**config.mk**
```make
export PLATFORM = sky130hd
export DESIGN_NAME = tone_gen
export DESIGN_NICKNAME = d
export VERILOG_FILES = /design/src/rtl/tone_gen.sv
export SDC_FILE = /design/constraint.sdc
export NUM_CORES = 1
export LEC_CHECK = 0
export CORE_ASPECT_RATIO = 0.75
export CORE_MARGIN = 4
export CORE_UTILIZATION = 25
export CTS_CLUSTER_SIZE = 10
export DETAILED_ROUTE_END_ITERATION = 16
export PLACE_DENSITY = 0.37
export SLEW_MARGIN = 20
export SYNTH_ARGS = -nofsm -noshare
export SYNTH_HDL_FRONTEND = slang
export SYNTH_SLANG_ARGS = --single-unit
```
**constraint.sdc**
```tcl
create_clock -name clk -period 9.14 [get_ports clk]
set_clock_uncertainty 0.05 [all_clocks]
set_input_delay 2.742 -clock clk [delete_from_list [all_inputs] [get_ports clk]]
set_output_delay 2.742 -clock clk [all_outputs]
set_load 0.01 [all_outputs]
```
**src/rtl/tone_gen.sv**
```systemverilog
// Square-wave tone generator. A beat_tick latches a note code. Pitch codes get a
// silent articulation gap, then a square wave at the note's pitch. Rest codes
// keep the speaker silent until the next tick.
module tone_gen #(
    parameter int CLK_HZ     = 50000000,
    parameter int GAP_CYCLES = 500000
) (
    input  logic       clk,
    input  logic       reset,
    input  logic       beat_tick,
    input  logic [4:0] note_code,
    output logic       spk,
    output logic [4:0] note_q,
    output logic       sounding,
    output logic [1:0] state_dbg
);

    typedef enum logic [1:0] {
        S_IDLE = 2'd0,
        S_GAP  = 2'd1,
        S_PLAY = 2'd2
    } state_t;

    // Half-period table indexed by note code. Only entries 1..21 are meaningful.
    typedef logic [31:0][23:0] hp_tab_t;

    // Builds the half-period table once, at elaboration time.
    function automatic hp_tab_t build_hp_tab();
        hp_tab_t tab;
        int      base;
        int      mult;
        tab = '0;
        for (int c = 1; c <= 21; c++) begin
            case ((c - 1) % 7)
                0:       base = 262;
                1:       base = 294;
                2:       base = 330;
                3:       base = 349;
                4:       base = 392;
                5:       base = 440;
                default: base = 494;
            endcase
            mult   = (c <= 7) ? 1 : ((c <= 14) ? 2 : 4);
            tab[c] = 24'(CLK_HZ / (2 * base * mult));
        end
        return tab;
    endfunction

    localparam hp_tab_t     HP_TAB   = build_hp_tab();
    localparam logic [19:0] GAP_LAST = 20'(GAP_CYCLES - 1);

    state_t      state_q, state_d;
    logic [19:0] gap_cnt_q, gap_cnt_d;
    logic [23:0] hp_cnt_q, hp_cnt_d;
    logic        spk_q, spk_d;
    logic [4:0]  note_d;
    logic [23:0] hp_last;
    logic        is_pitch;

    // Decode the incoming code and the terminal count for the latched note.
    always_comb begin
        is_pitch = (note_code != 5'd0) && (note_code <= 5'd21);
        hp_last  = HP_TAB[note_q] - 24'd1;
    end

    // Next-state logic. A tick overrides gap expiry and half-period wrap.
    always_comb begin
        state_d   = state_q;
        gap_cnt_d = gap_cnt_q;
        hp_cnt_d  = hp_cnt_q;
        spk_d     = spk_q;
        note_d    = note_q;
        if (beat_tick) begin
            note_d    = note_code;
            gap_cnt_d = 20'd0;
            hp_cnt_d  = 24'd0;
            spk_d     = 1'b0;
            state_d   = is_pitch ? S_GAP : S_IDLE;
        end else begin
            case (state_q)
                S_IDLE: begin
                    spk_d = 1'b0;
                end
                S_GAP: begin
                    spk_d = 1'b0;
                    if (gap_cnt_q == GAP_LAST) begin
                        state_d   = S_PLAY;
                        gap_cnt_d = 20'd0;
                        hp_cnt_d  = 24'd0;
                    end else begin
                        gap_cnt_d = gap_cnt_q + 20'd1;
                    end
                end
                S_PLAY: begin
                    if (hp_cnt_q == hp_last) begin
                        hp_cnt_d = 24'd0;
                        spk_d    = ~spk_q;
                    end else begin
                        hp_cnt_d = hp_cnt_q + 24'd1;
                    end
                end
                default: begin
                    state_d = S_IDLE;
                    spk_d   = 1'b0;
                end
            endcase
        end
    end

    // State and counter registers. Reset wins over a same-cycle tick.
    always_ff @(posedge clk) begin
        if (reset) begin
            state_q   <= S_IDLE;
            gap_cnt_q <= 20'd0;
            hp_cnt_q  <= 24'd0;
            spk_q     <= 1'b0;
            note_q    <= 5'd0;
        end else begin
            state_q   <= state_d;
            gap_cnt_q <= gap_cnt_d;
            hp_cnt_q  <= hp_cnt_d;
            spk_q     <= spk_d;
            note_q    <= note_d;
        end
    end

    // Outputs. The speaker is gated by PLAY so it cannot be high while silent.
    always_comb begin
        spk       = spk_q & (state_q == S_PLAY);
        sounding  = (state_q == S_PLAY);
        state_dbg = state_q;
    end

endmodule

```
==> impl_results.md, run 1 <==
* Status: complete, no violations
* Cells after synthesis at 570
* Type of origin of the critical path: input port
* Starting Density at 25.5%
* Die area at roughly 19000 sq um
* Largest net degree at the start of global routing at 30
* Postcts setup bufs at 0
* Die X-Extent at 160 microns
* Clk sink count at 69
* Vias in the first global route at 3721
* Max Cap Viol at 0
* Routed wire length at around 12 mm
* Asr flop ratio synth at 0%
* Max H-tree Level at 3
* Top cells by count, synth: 69 x dfxtp_1, 63 x nor2_1, 61 x nand2_1
* CTS buffer count at 9
* Yosys warning total at 0
* Post-route ant nets at 0
* Yosys reg bits at between 60 and 70
* WHS Endpoint: hp_cnt_q[23]
* Worst reg2reg path depth at 11
* Synth top area cells: dfxtp_1 32%, nor2_1 5.5%, nand2_1 5.3%, xor2_1 4.7%, nand3_1 3.3%
* Setup violators final at 0
* Arrival time at the worst endpoint at 5.37 ns
* Row Count at between 40 and 50
* Drt via density at 5.14
* Avg Inst Size Synth at roughly 7.6 sq um
* Worst-Skew Late Latency at 0.34 ns
* Crit end category: flip-flop
* Antenna cells at 0
* Critical Path RT at approximately 9.3 ns
* Max-slew violation count at 0
* Hold Vio Cnt, Final at 0
* Synth top area share at 32.0%
* Io pins at 17
* Count of different cell masters after synthesis at 61
* Slew headroom at ~57%
* Worst-path clk slew at 0.05 ns
* DRT iter0 DRCs at ~410
* Total global routing track utilization at approximately an eighth
* Via count at 4015
* RSZ-0062 raised after global routing: no
* DRC viols at 0
* Synthesized cell area at about 4300 sq um
* Power Dens Cells at ~160 nW/um^2
* EDFF count, synth at 0
* Total power at approximately 0.8 mW
* Max rail drop VDD at 0.0000979 V
* Dominant cell type by area after synthesis: dfxtp_1
* Total grt overflow at 0
* # port buffers at 16
* CP startpoint: beat_tick
* Wire per inst at between 15 and 20 microns
* Hold WC Path Type: flip-flop to flip-flop
* R2R Setup Slk at about 5.8 ns
* Final #Nets at 580
* CTS tree: yes
* Fin crit share at 57.1%
* Peak Freq at 192 MHz
* Ratio of cells with drive above 1 in the final layout at under 10%
* HP Start: hp_cnt_q[23]
* Worst-path fanout max at 21
* Reg2Reg Capture Point: hp_cnt_q[11]
* DRT Pass-1 Iters at 5
* Initial antenna violation count at 0
* Syn Nets at 588
* First-pass GRT wire length at 20.0 mm
* Area grow syn2layout at 13.6%
* Core Area at about 17000 sq um
* Die Y at 122 microns
* Least-Margin Pin Slew at roughly 0.64 ns
* Fin Hold WS at ~0.44 ns
* Gpl congestion at 0.816
* CTS Buffer Depth at 2
* Main synth FF type: dfxtp_1
* Pleak at about 1.7 nW
* Post-DP HPWL at 8.84 mm
* Sequential element share of the synthesized area at between 30% and 40%
* Crit path time final at between 5 and 6 ns
* WS Path Type: input port to flip-flop
* Root buf cell: clkbuf_16
* Hold Path Depth at 2
* Cell with the most instances after synthesis: dfxtp_1
* Cts hold-fix bufs at 0
* Fin Setup TNS at 0 ns
* Gates resized, CTS repair at 0
## placed cells by master, fill, tap and decap left out, drive strengths merged, types with 4 or more instances in the layout
master,instances
nor4,11
a31oi,17
clkbuf,11
nand4b,4
inv,19
nand4,19
nand2,61
or2,7
o22ai,10
nand3,28
clkdlybuf4s50,16
mux2i,11
xor2,23
o2111ai,5
a21oi,26
nor2b,5
o211ai,5
or3,6
a22oi,4
a211oi,6
nand2b,4
ha,10
xnor2,16
and3,13
o21ai,34
dfxtp,69
buf,5
nor3,20
nor2,63
## layout make-up
class | count | area, sq um
fill | 1813 | 12000
timing repair buffer | 21 | 198
inverter | 21 | 78.8
tap | 215 | 269
clock inverter | 4 | 50.0
multi-input combinational | 440 | 2690
clock buffer | 11 | 233
sequential | 69 | 1380
## worst max path at each step
stage / endpoint / slack [ns] / cells past startpoint
5_1_grt: flip-flop / 3.69 / 10
6_report: flip-flop / 3.92 / 10
4_1_cts: flip-flop / 3.97 / 10
2_1_floorplan: flip-flop / 4.34 / 9
3_3_place_gp: flip-flop / 3.64 / 10
3_5_place_dp: flip-flop / 3.62 / 10
## metal layers
metal / global-route usage, % / vias to the layer above / share of wire [%]
met2: 18.3 / 98 / 40
met5: 0 / - / 0
li1: - / 2023 / -
met1: 18.9 / 1879 / 54
met3: 3.31 / 15 / 4.6
met4: 3.79 / 0 / 1.4
## kinds of logic (layout without fill, tap and decap cells)
kind of cell / count (synthesis) / after routing / synth area share, %
AOI/OAI and AO/OA: 125 / 125 / 18.2
xor gates and xnor gates: 39 / 39 / 7.92
adders and majority gates: 10 / 10 / 2.90
buffers and inverters: 61 / 57 / 5.92
DFF: 69 / 69 / 32.0
muxes: 11 / 11 / 2.55
and+or+nand+nor: 255 / 255 / 30.4
## report_power, final
group / total, mW / internal [mW] / switching, mW / leakage, nW
clock network: 0.341 / 0.209 / 0.131 / 0.132
logic: 0.125 / 0.0531 / 0.0723 / 1.02
registers: 0.338 / 0.314 / 0.0238 / 0.562
total: 0.804 / 0.577 / 0.227 / 1.71
## metrics by stage
step           setup WS (ns)  area (sq um)  instances  utilization [%]
2_1_floorplan           4.34          4310        570                -
3_3_place_gp            3.64          4610        766             27.3
3_5_place_dp            3.62          4610        766             27.3
4_1_cts                 3.97          4890        781             29.0
5_1_grt                 3.69          4890        781             29.0
6_report                3.92          4890        781             29.0
## critical path, stage by stage
cell and delay (ns):
clkdlybuf4s50_1 0.72, mux2i_1 0.12, or2_2 0.42, inv_1 0.51, nor2_1 0.25, nand2_1 0.16
o21a_1 0.17, nor2_1 0.05, a31oi_1 0.14, o21ai_0 0.10
Power figures use the tool's default switching activity.
==> run 2, diff against run 1 <==
--- a/config.mk
+++ b/config.mk
@@ -10,7 +10,7 @@
 export CORE_UTILIZATION = 25
 export CTS_CLUSTER_SIZE = 10
 export DETAILED_ROUTE_END_ITERATION = 16
-export PLACE_DENSITY = 0.37
+export PLACE_DENSITY = 0.38
 export SLEW_MARGIN = 20
 export SYNTH_ARGS = -nofsm -noshare
 export SYNTH_HDL_FRONTEND = slang
==> constraint.sdc (replaced) <==
create_clock -name clk -period 4.6 [get_ports clk]
set_clock_uncertainty 0.05 [all_clocks]
set_input_delay 1.38 -clock clk [delete_from_list [all_inputs] [get_ports clk]]
set_output_delay 1.38 -clock clk [all_outputs]
set_load 0.01 [all_outputs]
==> impl_results.md, run 2 (synthesis results as in run 1) <==
* Status: complete, no violations
* Area grow syn2layout at 14.5%
* WS Path Type: input port to flip-flop
* Core Area at 16900 sq um (unchanged)
* Total power at 1.65 mW (+110%)
* Type of origin of the critical path: input port
* Fill cell count at 1785 (-1.5%)
* Drt via density at 5.14 (about the same)
* Die area at 19400 sq um (unchanged)
* Via count at 4031 (+0.40%)
* DRT Pass-1 Iters at 6 (+1)
* # port buffers at 16 (unchanged)
* RSZ-0062 raised after global routing: no
* First-pass GRT wire length at 19.9 mm (-0.42%)
* Slew headroom at 42.8% (-14 points)
* Vias in the first global route at 3779 (+1.6%)
* Die X-Extent at 160 microns (unchanged)
* Worst-path fanout max at 10 (-52%)
* Max-slew violation count at 0 (unchanged)
* Gpl congestion at 0.903 (+11%)
* CTS Buffer Depth at 2 (unchanged)
* Crit-path cells: clkdlybuf4s50_1, mux2i_1, or2_2, inv_1, ha_1, o21ai_0, a22oi_1, o221ai_1
* Pleak at 1.74 nW (+1.7%)
* Crit path max-delay family: buffers and inverters
* Post-route ant nets at 0 (unchanged)
* Ratio of cells with drive above 1 in the final layout at 7.38% (+0.84 points)
* Starting Density at 25.5% (unchanged)
* Total grt overflow at 0 (unchanged)
* Least-Margin Pin Slew at 0.859 ns (+0.219 ns)
* Max H-tree Level at 3 (unchanged)
* Clk sink count at 69 (unchanged)
* Gates resized, CTS repair at 0 (unchanged)
* Fin crit share at between 80 and 90%
* Cts hold-fix bufs at 0 (unchanged)
* CTS tree: yes
* Critical Path RT at 4.69 ns (-4.60 ns)
* DRT iter0 DRCs at 400 (-3.1%)
* CTS buffer count at 9 (unchanged)
* Finished Core Util at 29.2% (+0.24 points)
* Io pins at 17 (unchanged)
* Slowest-stage cell, CP: clkdlybuf4s50_1
* Crit path time final at 3.82 ns
* Arrival time at the worst endpoint at 3.91 ns (-1.46 ns)
* Pre-CTS setup slack at 0.521 ns (-3.10 ns)
* Postcts setup bufs at 0 (unchanged)
* Initial antenna violation count at 0 (unchanged)
* Crit end category: flip-flop
* Hold Vio Cnt, Final at 0 (unchanged)
* Die Y at 122 microns (unchanged)
* Largest net degree at the start of global routing at 23 (-23%)
* Setup violators final at 0 (unchanged)
* DRC viols at 0 (unchanged)
* Antenna cells at 0 (unchanged)
* Commonest non-fill, non-tap cell in the layout: dfxtp_1
* CP peak stage delay at 0.71 ns (about the same)
* Final worst setup slack at 0.783 ns (-3.14 ns)
* Root buf cell: clkbuf_16
* Power Dens Cells at 334 nW/um^2 (+100%)
* Fin Setup TNS at 0 ns (unchanged)
* Wire per inst at 15.4 microns (-1.3%)
* Total global routing track utilization at 12.6% (-0.22 points)
* Final #Nets at 582 (+0.34%)
* WP buf/inv at 2 (unchanged)
* Max Cap Viol at 0 (unchanged)
* Max rail drop VDD at 0.000170 V (+73%)
* Worst-path clk slew at 0.06 ns (about the same)
* Peak Freq at around 260 MHz
* Routed wire length at 12.1 mm (-0.92%)
* Worst-Skew Late Latency at 0.34 ns (about the same)
* Hold WC Path Type: flip-flop to flip-flop
* Commonest non-fill, non-tap cells in the layout: 69 x dfxtp_1, 63 x nor2_1, 61 x nand2_1, 28 x nand3_1, 26 x a21oi_1
* Row Count at 41 (unchanged)
* Post-DP HPWL at 8.74 mm (-1.1%)
[run 2: changes by cell type in the layout (fill, tap and decap cells not counted), sizes merged]
cell      before  now
clkinv         3    4
buf            5    7
inv           19   21
clkbuf        11   10
clkinvlp       2    1
[run 2: cell type report]
class | count | area, sq um | share of cell area (%)
tap | 215 | 269 | 5.45
inverter | 21 | 78.8 | 1.60
multi-input combinational | 440 | 2690 | 54.4
clock buffer | 10 | 239 | 4.84
timing repair buffer | 23 | 213 | 4.31
sequential | 69 | 1380 | 28.0
clock inverter | 6 | 68.8 | 1.39
[run 2: final timing paths]
kind	startpoint	end	slack, ns	cells past startpoint
min	hp_cnt_q[23]	hp_cnt_q[23]	0.45	2
min reg2reg	hp_cnt_q[23]	hp_cnt_q[23]	0.45	2
max reg2reg	flip-flop	hp_cnt_q[11]	1.00	10
max	beat_tick	flip-flop	0.78	8
[run 2: per-layer routing]
| metal | vias to the layer above | global-route usage (%) | wire length [microns] |
|---|---|---|---|
| met2 | 129 | 17.6 | 4850 |
| met5 | - | 0 | 0 |
| met3 | 13 | 3.48 | 674 |
| met4 | 0 | 3.90 | 171 |
| li1 | 2034 | - | - |
| met1 | 1855 | 18.6 | 6370 |
[run 2: through the flow]
| stage | hold WS [ns] | std cells | area [sq um] |
|---|---|---|---|
| floorplan | 0.412 | 570 | 4310 |
| global placement | 0.430 | 768 | 4630 |
| detailed placement | 0.439 | 768 | 4630 |
| CTS | 0.449 | 784 | 4930 |
| global route | 0.472 | 784 | 4930 |
| finish | 0.448 | 784 | 4930 |
[run 2: worst register-to-register path, cell delays in order, from the launching register on]
cell and delay, ns:
dfxtp_1 0.37, inv_1 0.08, ha_1 0.22, nor3b_4 0.41, nand4_2 0.23, o31a_1 0.29, o21ai_0 0.16, a21oi_1 0.10
o2111ai_2 0.69, nand2_1 0.53, o311ai_1 0.38
[run 2: where the power goes]
group / total (mW) / leakage, nW / internal, mW / switching [mW]
Combinational: 0.252 / 1.03 / 0.107 / 0.145
Clock: 0.724 / 0.149 / 0.438 / 0.286
Sequential: 0.673 / 0.562 / 0.624 / 0.0487
==> run 3, diff against run 2 <==
--- a/config.mk
+++ b/config.mk
@@ -10,7 +10,7 @@
 export CORE_UTILIZATION = 25
 export CTS_CLUSTER_SIZE = 10
 export DETAILED_ROUTE_END_ITERATION = 16
-export PLACE_DENSITY = 0.38
+export PLACE_DENSITY = 0.37
 export SLEW_MARGIN = 20
 export SYNTH_ARGS = -nofsm -noshare
 export SYNTH_HDL_FRONTEND = slang
==> constraint.sdc (replaced) <==
create_clock -name clk -period 3.9 [get_ports clk]
set_clock_uncertainty 0.05 [all_clocks]
set_input_delay 1.17 -clock clk [delete_from_list [all_inputs] [get_ports clk]]
set_output_delay 1.17 -clock clk [all_outputs]
set_load 0.01 [all_outputs]
==> impl_results.md, run 3 (synthesis results as in run 1) <==
* Status: complete, no violations
* Final #Nets at 592 (+1.7%)
* Largest net degree at the start of global routing at 22 (-4.3%)
* Core Area at 16900 sq um (unchanged)
* Postcts setup bufs at 0 (unchanged)
* Clk sink count at 69 (unchanged)
* Row Count at 41 (unchanged)
* Arrival time at the worst endpoint at 3.47 ns (-0.44 ns)
* Initial antenna violation count at 0 (unchanged)
* Die area at 19400 sq um (unchanged)
* Total global routing track utilization at 13.3% (+0.75 points)
* Max-slew violation count at 0 (unchanged)
* Fill cell count at 1800 (+0.84%)
* Multi-input gate area at 2690 sq um (unchanged)
* CTS Buffer Depth at 2 (unchanged)
* CTS buffer count at 9 (unchanged)
* Drt via density at 5.21 (+1.3%)
* HP Start: gap_cnt_q[13]
* DRT Pass-1 Iters at 5 (-1)
* Total grt overflow at 0 (unchanged)
* Worst reg2reg path depth at 11 (+1)
* Power Dens Cells at 386 nW/um^2 (+16%)
* Worst-path fanout max at 10 (unchanged)
* Finished Core Util at 29.6% (+0.39 points)
* Die X-Extent at 160 microns (unchanged)
* Pleak at 1.78 nW (+2.4%)
* Ratio of cells with drive above 1 in the final layout at 8.82% (+1.4 points)
* Worst-Skew Late Latency at 0.34 ns (about the same)
* Critical Path RT at 4.05 ns (-0.64 ns)
* WHS Endpoint: gap_cnt_q[13]
* Reg2Reg Capture Point: hp_cnt_q[21]
* Gpl congestion at 0.887 (-1.8%)
* Hold WC Path Type: flip-flop to flip-flop
* Routed wire length at 12.6 mm (+4.6%)
* Vias in the first global route at 3884 (+2.8%)
* CTS tree: yes
* Fin Setup TNS at 0 ns (unchanged)
* Least-Margin Pin Slew at 0.636 ns (-0.223 ns)
* RSZ-0062 raised after global routing: no
* Via count at 4129 (+2.4%)
* Commonest non-fill, non-tap cell in the layout: dfxtp_1
* Pre-CTS setup slack at 0.244 ns (-0.277 ns)
* Type of origin of the critical path: input port
* Gates resized, CTS repair at 0 (unchanged)
* Fin crit share at a little under nine tenths
* Die Y at 122 microns (unchanged)
* Wire per inst at 15.9 microns (+3.4%)
* Hold Vio Cnt, Final at 0 (unchanged)
* Worst-path clk slew at 0.06 ns (about the same)
* Max Cap Viol at 0 (unchanged)
* Post-DP HPWL at 9.26 mm (+6.0%)
* Commonest non-fill, non-tap cells in the layout: 69 x dfxtp_1, 63 x nor2_1, 61 x nand2_1, 28 x nand3_1, 26 x a21oi_1
* Final worst setup slack at 0.574 ns (-0.209 ns)
* Area grow syn2layout at 16.0%
* Max H-tree Level at 3 (unchanged)
* Root buf cell: clkbuf_16
* Peak Freq at ~300 MHz
* Antenna cells at 0 (unchanged)
* DRT iter0 DRCs at 278 (-31%)
* # port buffers at 16 (unchanged)
* Starting Density at 25.5% (unchanged)
* Setup violators final at 0 (unchanged)
* WS Path Type: input port to flip-flop
* First-pass GRT wire length at 20.9 mm (+5.2%)
* R2R Setup Slk at 0.70 ns (-0.30 ns)
* Hold Path Depth at 2 (unchanged)
* Post-route ant nets at 0 (unchanged)
* Max rail drop VDD at 0.000173 V (+1.8%)
* Crit end category: flip-flop
* FF+latch area at 1380 sq um (unchanged)
* DRC viols at 0 (unchanged)
* Cts hold-fix bufs at 0 (unchanged)
* Slew headroom at 57.5% (+15 points)
* Crit path time final at ~3.3 ns
* Io pins at 17 (unchanged)
run 3: changes by cell type in the layout (fill, tap and decap cells not counted), sizes merged:
cell / change
inv: -1
buf: +10
run 3: critical path, cell delays in order:
cell and delay, ns:
clkdlybuf4s50_1 0.66, mux2i_1 0.11, or2_2 0.39, inv_1 0.30, ha_1 0.38, o21ai_0 0.14
a22oi_1 0.17, o221ai_1 0.14
run 3: worst max-delay path by stage:
| stage | from | to | slack (ns) |
|---|---|---|---|
| floorplan | beat_tick | flip-flop | 0.67 |
| global placement | beat_tick | flip-flop | 0.25 |
| detailed placement | beat_tick | flip-flop | 0.24 |
| CTS | beat_tick | flip-flop | 0.61 |
| global route | beat_tick | flip-flop | 0.37 |
| finish | beat_tick | flip-flop | 0.57 |
run 3: cell type report:
class | instances | area share [%]
multi-input combinational | 440 | 53.7
sequential | 69 | 27.6
timing repair buffer | 33 | 5.75
tap | 215 | 5.38
clock buffer | 10 | 4.78
inverter | 21 | 1.58
clock inverter | 5 | 1.20
run 3: stage by stage:
step / area [sq um] / hold WS (ns) / total power [mW] / cells
after floorplan: 4310 / 0.412 / 1.02 / 570
after global placement: 4700 / 0.427 / 1.12 / 778
after detailed placement: 4700 / 0.437 / 1.12 / 778
after CTS: 5000 / 0.447 / 1.97 / 793
after global routing: 5000 / 0.492 / 2.04 / 793
final: 5000 / 0.442 / 1.93 / 793
run 3: where the power goes:
part | leakage [nW] | internal (mW) | switching, mW
sequential | 0.562 | 0.736 | 0.0588
clock | 0.145 | 0.511 | 0.319
combinational | 1.08 | 0.133 | 0.175
total | 1.78 | 1.38 | 0.552
run 3: routing by layer:
| metal | track usage [%] | vias up | routed length (microns) | part of all wire, % |
|---|---|---|---|---|
| li1 | - | 2052 | - | - |
| met1 | 20.4 | 1943 | 6860 | 54 |
| met2 | 18.4 | 123 | 4960 | 39 |
| met3 | 3.62 | 11 | 640 | 5.1 |
| met4 | 2.98 | 0 | 150 | 1.2 |
| met5 | 0 | - | 0 | 0 |
